### src/rtl/step_dtack_ctrl.sv
// DTACK generator for a 68k-style bus: run mode inserts WAIT_STATES clocks,
// single-step mode holds each bus cycle until a debounced STEP press supplies a token.
module step_dtack_ctrl #(
    parameter int unsigned WAIT_STATES     = 2,
    parameter int unsigned DEBOUNCE_CYCLES = 1000
) (
    input  logic        CPUCLK_IN,
    input  logic        RESET_IN,
    input  logic        RUN_IN,
    input  logic        STEPEN_IN,
    input  logic        STEP_IN,
    input  logic        AS_IN,
    input  logic        UDS_IN,
    input  logic        LDS_IN,
    output logic        DTACK,
    output logic        STEP_PENDING,
    output logic [15:0] CYCLE_COUNT,
    output logic [1:0]  DBG_STATE
);

    typedef enum logic [1:0] {
        ST_IDLE      = 2'd0,
        ST_WAIT      = 2'd1,
        ST_STEP_WAIT = 2'd2,
        ST_ACK       = 2'd3
    } state_t;

    localparam logic [15:0] DEB_RELOAD = 16'(DEBOUNCE_CYCLES);
    localparam logic [3:0]  WAIT_LOAD  = 4'(WAIT_STATES);

    // Bus protocol: a cycle starts when AS and either data strobe are seen with RUN
    // high; DTACK is held until AS is released, which completes the cycle.

    logic [4:0]  sync1_q;
    logic [4:0]  sync2_q;
    logic        stepen_s;
    logic        step_s;
    logic        as_s;
    logic        uds_s;
    logic        lds_s;

    logic        deb_level_q;
    logic [15:0] deb_cnt_q;
    logic        step_rise;

    state_t      state_q;
    state_t      state_next;
    logic [3:0]  wait_cnt_q;
    logic        token_q;
    logic [15:0] cycle_count_q;
    logic        dtack_q;

    logic        wait_load;
    logic        wait_dec;
    logic        token_consume;
    logic        token_clear;
    logic        cycle_done;

    always_ff @(posedge CPUCLK_IN) begin
        if (RESET_IN) begin
            sync1_q <= '0;
            sync2_q <= '0;
        end else begin
            sync1_q <= {STEPEN_IN, STEP_IN, AS_IN, UDS_IN, LDS_IN};
            sync2_q <= sync1_q;
        end
    end

    assign {stepen_s, step_s, as_s, uds_s, lds_s} = sync2_q;

    // The level is accepted on the last of DEBOUNCE_CYCLES consecutive differing clocks.
    assign step_rise = step_s && !deb_level_q && (deb_cnt_q <= 16'd1);

    always_ff @(posedge CPUCLK_IN) begin
        if (RESET_IN) begin
            deb_level_q <= 1'b0;
            deb_cnt_q   <= DEB_RELOAD;
        end else if (step_s == deb_level_q) begin
            deb_cnt_q   <= DEB_RELOAD;
        end else if (deb_cnt_q <= 16'd1) begin
            deb_level_q <= step_s;
            deb_cnt_q   <= DEB_RELOAD;
        end else begin
            deb_cnt_q   <= deb_cnt_q - 16'd1;
        end
    end

    always_ff @(posedge CPUCLK_IN) begin
        if (RESET_IN) begin
            state_q <= ST_IDLE;
        end else begin
            state_q <= state_next;
        end
    end

    always_comb begin
        state_next = state_q;
        if (!RUN_IN) begin
            state_next = ST_IDLE;
        end else begin
            case (state_q)
                ST_IDLE: begin
                    if (as_s && (uds_s || lds_s)) begin
                        if (stepen_s)
                            state_next = ST_STEP_WAIT;
                        else if (WAIT_LOAD == 4'd0)
                            state_next = ST_ACK;
                        else
                            state_next = ST_WAIT;
                    end
                end
                ST_WAIT: begin
                    if (!as_s)
                        state_next = ST_IDLE;
                    else if (wait_cnt_q <= 4'd1)
                        state_next = ST_ACK;
                end
                ST_STEP_WAIT: begin
                    if (!as_s)
                        state_next = ST_IDLE;
                    else if (token_q)
                        state_next = ST_ACK;
                end
                ST_ACK: begin
                    if (!as_s)
                        state_next = ST_IDLE;
                end
                default: state_next = ST_IDLE;
            endcase
        end
    end

    always_comb begin
        wait_load     = (state_q == ST_IDLE) && (state_next == ST_WAIT);
        wait_dec      = (state_q == ST_WAIT) && (state_next == ST_WAIT);
        token_consume = (state_q == ST_STEP_WAIT) && (state_next == ST_ACK);
        token_clear   = !RUN_IN || token_consume;
        cycle_done    = (state_q == ST_ACK) && RUN_IN && !as_s;
    end

    always_ff @(posedge CPUCLK_IN) begin
        if (RESET_IN) begin
            wait_cnt_q <= '0;
        end else if (wait_load) begin
            wait_cnt_q <= WAIT_LOAD;
        end else if (wait_dec) begin
            wait_cnt_q <= wait_cnt_q - 4'd1;
        end
    end

    // Clearing wins over a new press, so a press landing on the consuming clock is dropped.
    always_ff @(posedge CPUCLK_IN) begin
        if (RESET_IN) begin
            token_q <= 1'b0;
        end else if (token_clear) begin
            token_q <= 1'b0;
        end else if (step_rise) begin
            token_q <= 1'b1;
        end
    end

    always_ff @(posedge CPUCLK_IN) begin
        if (RESET_IN) begin
            cycle_count_q <= '0;
            dtack_q       <= 1'b0;
        end else begin
            if (cycle_done)
                cycle_count_q <= cycle_count_q + 16'd1;
            dtack_q <= (state_next == ST_ACK);
        end
    end

    assign DTACK        = dtack_q;
    assign STEP_PENDING = token_q;
    assign CYCLE_COUNT  = cycle_count_q;
    assign DBG_STATE    = state_q;

endmodule

### config.mk
export PLATFORM = sky130hd
export DESIGN_NAME = step_dtack_ctrl
export DESIGN_NICKNAME = d
export VERILOG_FILES = /design/src/rtl/step_dtack_ctrl.sv
export SDC_FILE = /design/constraint.sdc
export NUM_CORES = 1
export LEC_CHECK = 0
export ABC_AREA = 1
export BUFFER_PORTS_ARGS = -buffer_cell sky130_fd_sc_hd__clkbuf_2
export CAP_MARGIN = 20
export CORE_ASPECT_RATIO = 1.75
export CORE_MARGIN = 2
export CORE_UTILIZATION = 40
export CTS_CLUSTER_SIZE = 8
export DETAILED_ROUTE_END_ITERATION = 16
export PLACE_DENSITY = 0.61
export SYNTH_ARGS = -nofsm -noshare
export SYNTH_HDL_FRONTEND = slang
export SYNTH_SLANG_ARGS = --single-unit
### constraint.sdc
create_clock -name CPUCLK_IN -period 1.6 [get_ports CPUCLK_IN]
set_input_delay 0.32 -clock CPUCLK_IN [delete_from_list [all_inputs] [get_ports CPUCLK_IN]]
set_output_delay 0.32 -clock CPUCLK_IN [all_outputs]
set_load 0.02 [all_outputs]
==> metrics.md <==
| Metric | Value |
|---|---|
| Switching part of the total | `between 20% and 30%` |
| Layout cells sized above 1 | `20.9%` |
| DRT Pass-1 Iters | `4` |
| Worst R2R Setup Slack | `between 150 and 200 ps` |
| Initial core utilization | `about two fifths` |
| CP required | `around 1800 ps` |
| Worst hold slack | `just under 200 ps` |
| P&R area growth vs syn | `17.1%` |
| Vias per std cell | `between 4 and 5` |
| CTS tree | `yes` |
| Layout net count | `400` |
| CTS Sinks | `51` |
| Total gr overflow | `0` |
| RSZ-0062 raised after global routing | `no` |
| Global-route wire length before repair | `about 9.0 mm` |
| Fin area | `about 2900 µm²` |
| Critical path buffers and inverters | `1` |
| Crit share post-route | `90.1%` |
| H-tree depth | `2` |
| Die Ht | `between 100 and 150 µm` |
| Post-synth top cells | `nand2_1, inv_1, dfxtp_1, nor2_1` |
| VDD IR max | `0.530 mV` |
| Final setup skew | `~12 ps` |
| CP Capture Type | `flip-flop` |
| Leakage power | `1.24 nW` |
| Hold Vio Cnt, Final | `0` |
| Area leader, netlist | `dfxtp_1` |
| Clock slew at reported path FFs | `approximately 90 ps` |
| Routability Congestion | `slightly above 0.8` |
| Worst-path cell chain | `nor2_2 -> nand3_1 -> nor3_2 -> o21ai_4 -> nand2_4 -> buf_4 -> nor2_1` |
| GRT Total Usage | `around 17%` |
| # port buffers | `27` |
| Post-route minimum period | `between 1000 and 1500 ps` |
| Seq pwr share | `61.6%` |
| Clock Path Buffers | `2` |
| Vias in the first global route | `~2.1k` |
| ANT cells | `0` |
| Largest net degree at the start of global routing | `15` |
| Comb pwr share | `about 3.9%` |
| Tot Pwr | `~2.1 mW` |
| Post-synthesis sequential area ratio | `40.9%` |
| Fmax | `~0.7 GHz` |
| Worst rel slew slack | `72.7%` |
| Core area | `6130 µm²` |
| Async S/R FF share, synth | `0%` |
| Crit-path max FO | `7` |
| Post-synth top area share | `40.9%` |
| Outcome | `finished, final reports clean` |
| CP max stage delay | `between 300 and 400 ps` |
| Drt drc | `0` |
| Avg Synthesized Cell Area | `7.22 µm²` |
| Clock root cell | `clkbuf_8` |
| Sw Pwr | `0.474 mW` |
| Area after DPL | `around 2800 µm²` |
| Max-Cap Viols | `0` |
| Worst-Skew Late Latency | `between 300 and 400 ps` |
| Clk network pwr share | `roughly 35%` |
| Worst setup margin | `between 150 and 200 ps` |
| Routed wire length | `5.23 mm` |
| CTS Buf Count | `5` |
| Setup_tns | `0 ps` |
| Worst EP arrival | `1640 ps` |
| Mapped Area | `2500 µm²` |
| Io pins | `28` |
| Kind of critical path | `reg2reg` |
| #FFs+latches synth | `51` |
| Top cells by area, synth | `dfxtp_1, nand2_1, inv_1` |
| Total number of vias | `2202` |
| FP Rows | `38` |
| Synth cell types | `34` |
| Top-count cell post-synth | `nand2_1` |
| Final Max Tran Viols | `0` |
| Slowest cell on crit path | `dfxtp_1` |
| DR iter-0 viols | `41` |
| Die width | `between 60 and 70 µm` |
| PwrDens | `716 nW/µm²` |
| Tightest Pin Transition | `just over 400 ps` |
| Final setup viols | `0` |
| Wire per inst | `11.2 µm` |
| Fillers | `just over 600` |
| DPL Wire Length | `4.09 mm` |
| Most used DFF post-synth | `dfxtp_1` |
| Yosys warns | `0` |
| DRT antenna net count | `0` |
| Cell internal pwr | `1.62 mW` |
| Worst setup SP type | `flip-flop` |
| Syn Nets | `360` |
| Die area | `6920 µm²` |
| EDFF count, synth | `0` |
| Synth Instances | `around 350` |
| Hold crit path type | `in2reg` |
| Initial antenna violation count | `0` |
| CP top delay family | `simple AND/OR/NAND/NOR gates` |
| Setup slack at placement | `around 1.5 ps` |
## power by group through the flow
stage	Sequential (mW)	Combinational (mW)	Clock [mW]
CTS	1.29	0.0816	0.758
global placement	1.32	0.0804	0
detailed placement	1.32	0.0813	0
finish	1.29	0.0818	0.722
global route	1.29	0.0935	0.807
floorplan	1.32	0.0525	0
## per-stage QoR
step | util, % | instances
3_3_place_gp | 45.4 | 458
2_1_floorplan | - | 346
4_1_cts | 46.8 | 466
6_report | 47.7 | 467
3_5_place_dp | 45.4 | 458
5_1_grt | 47.7 | 467
## layout by cell type, fill, tap and decap left out, types with 2 or more instances in the layout
| cell type | count |
|---|---|
| a21oi_1 | 20 |
| inv_1 | 53 |
| nand3_2 | 4 |
| nand2_1 | 63 |
| xor2_1 | 7 |
| nand3_1 | 19 |
| clkbuf_1 | 2 |
| nand2_2 | 3 |
| nor2_1 | 50 |
| dfxtp_2 | 4 |
| nor3_1 | 9 |
| clkbuf_2 | 27 |
| dfxtp_1 | 46 |
| clkbuf_8 | 5 |
| inv_2 | 6 |
| nor2_4 | 3 |
| ha_1 | 5 |
| nand2_4 | 2 |
| o21ai_0 | 8 |
| nand4_1 | 12 |
| xnor2_1 | 3 |
| o21ai_1 | 4 |
| nor2_2 | 4 |
| buf_4 | 10 |
## cell families (layout without fill, tap and decap cells)
logic type | count (synthesis) | count (layout) | synth area share, %
and+or+nand+nor | 179 | 179 | 35.0
buffers and inverters | 63 | 104 | 9.51
DFF | 51 | 51 | 40.9
AOI/OAI and AO/OA | 37 | 37 | 8.16
xor gates and xnor gates | 10 | 10 | 3.51
adders and majority gates | 6 | 6 | 3.00
## flip-flops by register name, summed over array words and instances (netlist names)
register      cells
deb_cnt_q        16
sync1_q           5
DTACK             1
wait_cnt_q        4
STEP_PENDING      1
CYCLE_COUNT      16
deb_level_q       1
sync2_q           5
DBG_STATE         2
## metal layers
| metal | vias up | part of all wire, % | GRT usage, % |
|---|---|---|---|
| met5 | - | 0 | 0 |
| met4 | 0 | 3.3 | 9.94 |
| met3 | 15 | 3.3 | 3.23 |
| met2 | 35 | 55 | 31.7 |
| met1 | 980 | 39 | 15.9 |
| li1 | 1172 | - | - |
## what timing repair did
item	in CTS	in global routing
setup endpoints to repair	2	16
setup buffers	0	1
pin swaps	0	5
hold buffers	0	0
gates resized for setup	1	15
## worst paths after layout
kind / startpoint / endpoint / cells past startpoint
max reg2reg: deb_cnt_q[9] / deb_cnt_q[0] / 7
max: deb_cnt_q[9] / deb_cnt_q[0] / 7
min reg2reg: sync1_q[2] / sync2_q[2] / 2
min: AS_IN / sync1_q[2] / 3
## worst min-delay path: cells and delay by family
| kind | cells | cell delay, ps |
|---|---|---|
| and+or+nand+nor | 1 | 30 |
| buffers and inverters | 2 | 120 |
## layout make-up
cell class	count	area, µm²	area share (%)
flip-flops and latches	51	1030	35.2
well taps	80	100	3.42
repair buffers	37	210	7.18
clock inverters	1	5.00	0.171
multi-input cells	232	1280	43.9
clock buffers	7	76.3	2.61
inverters	59	221	7.57
No activity file was read; power rests on OpenSTA's default activity.
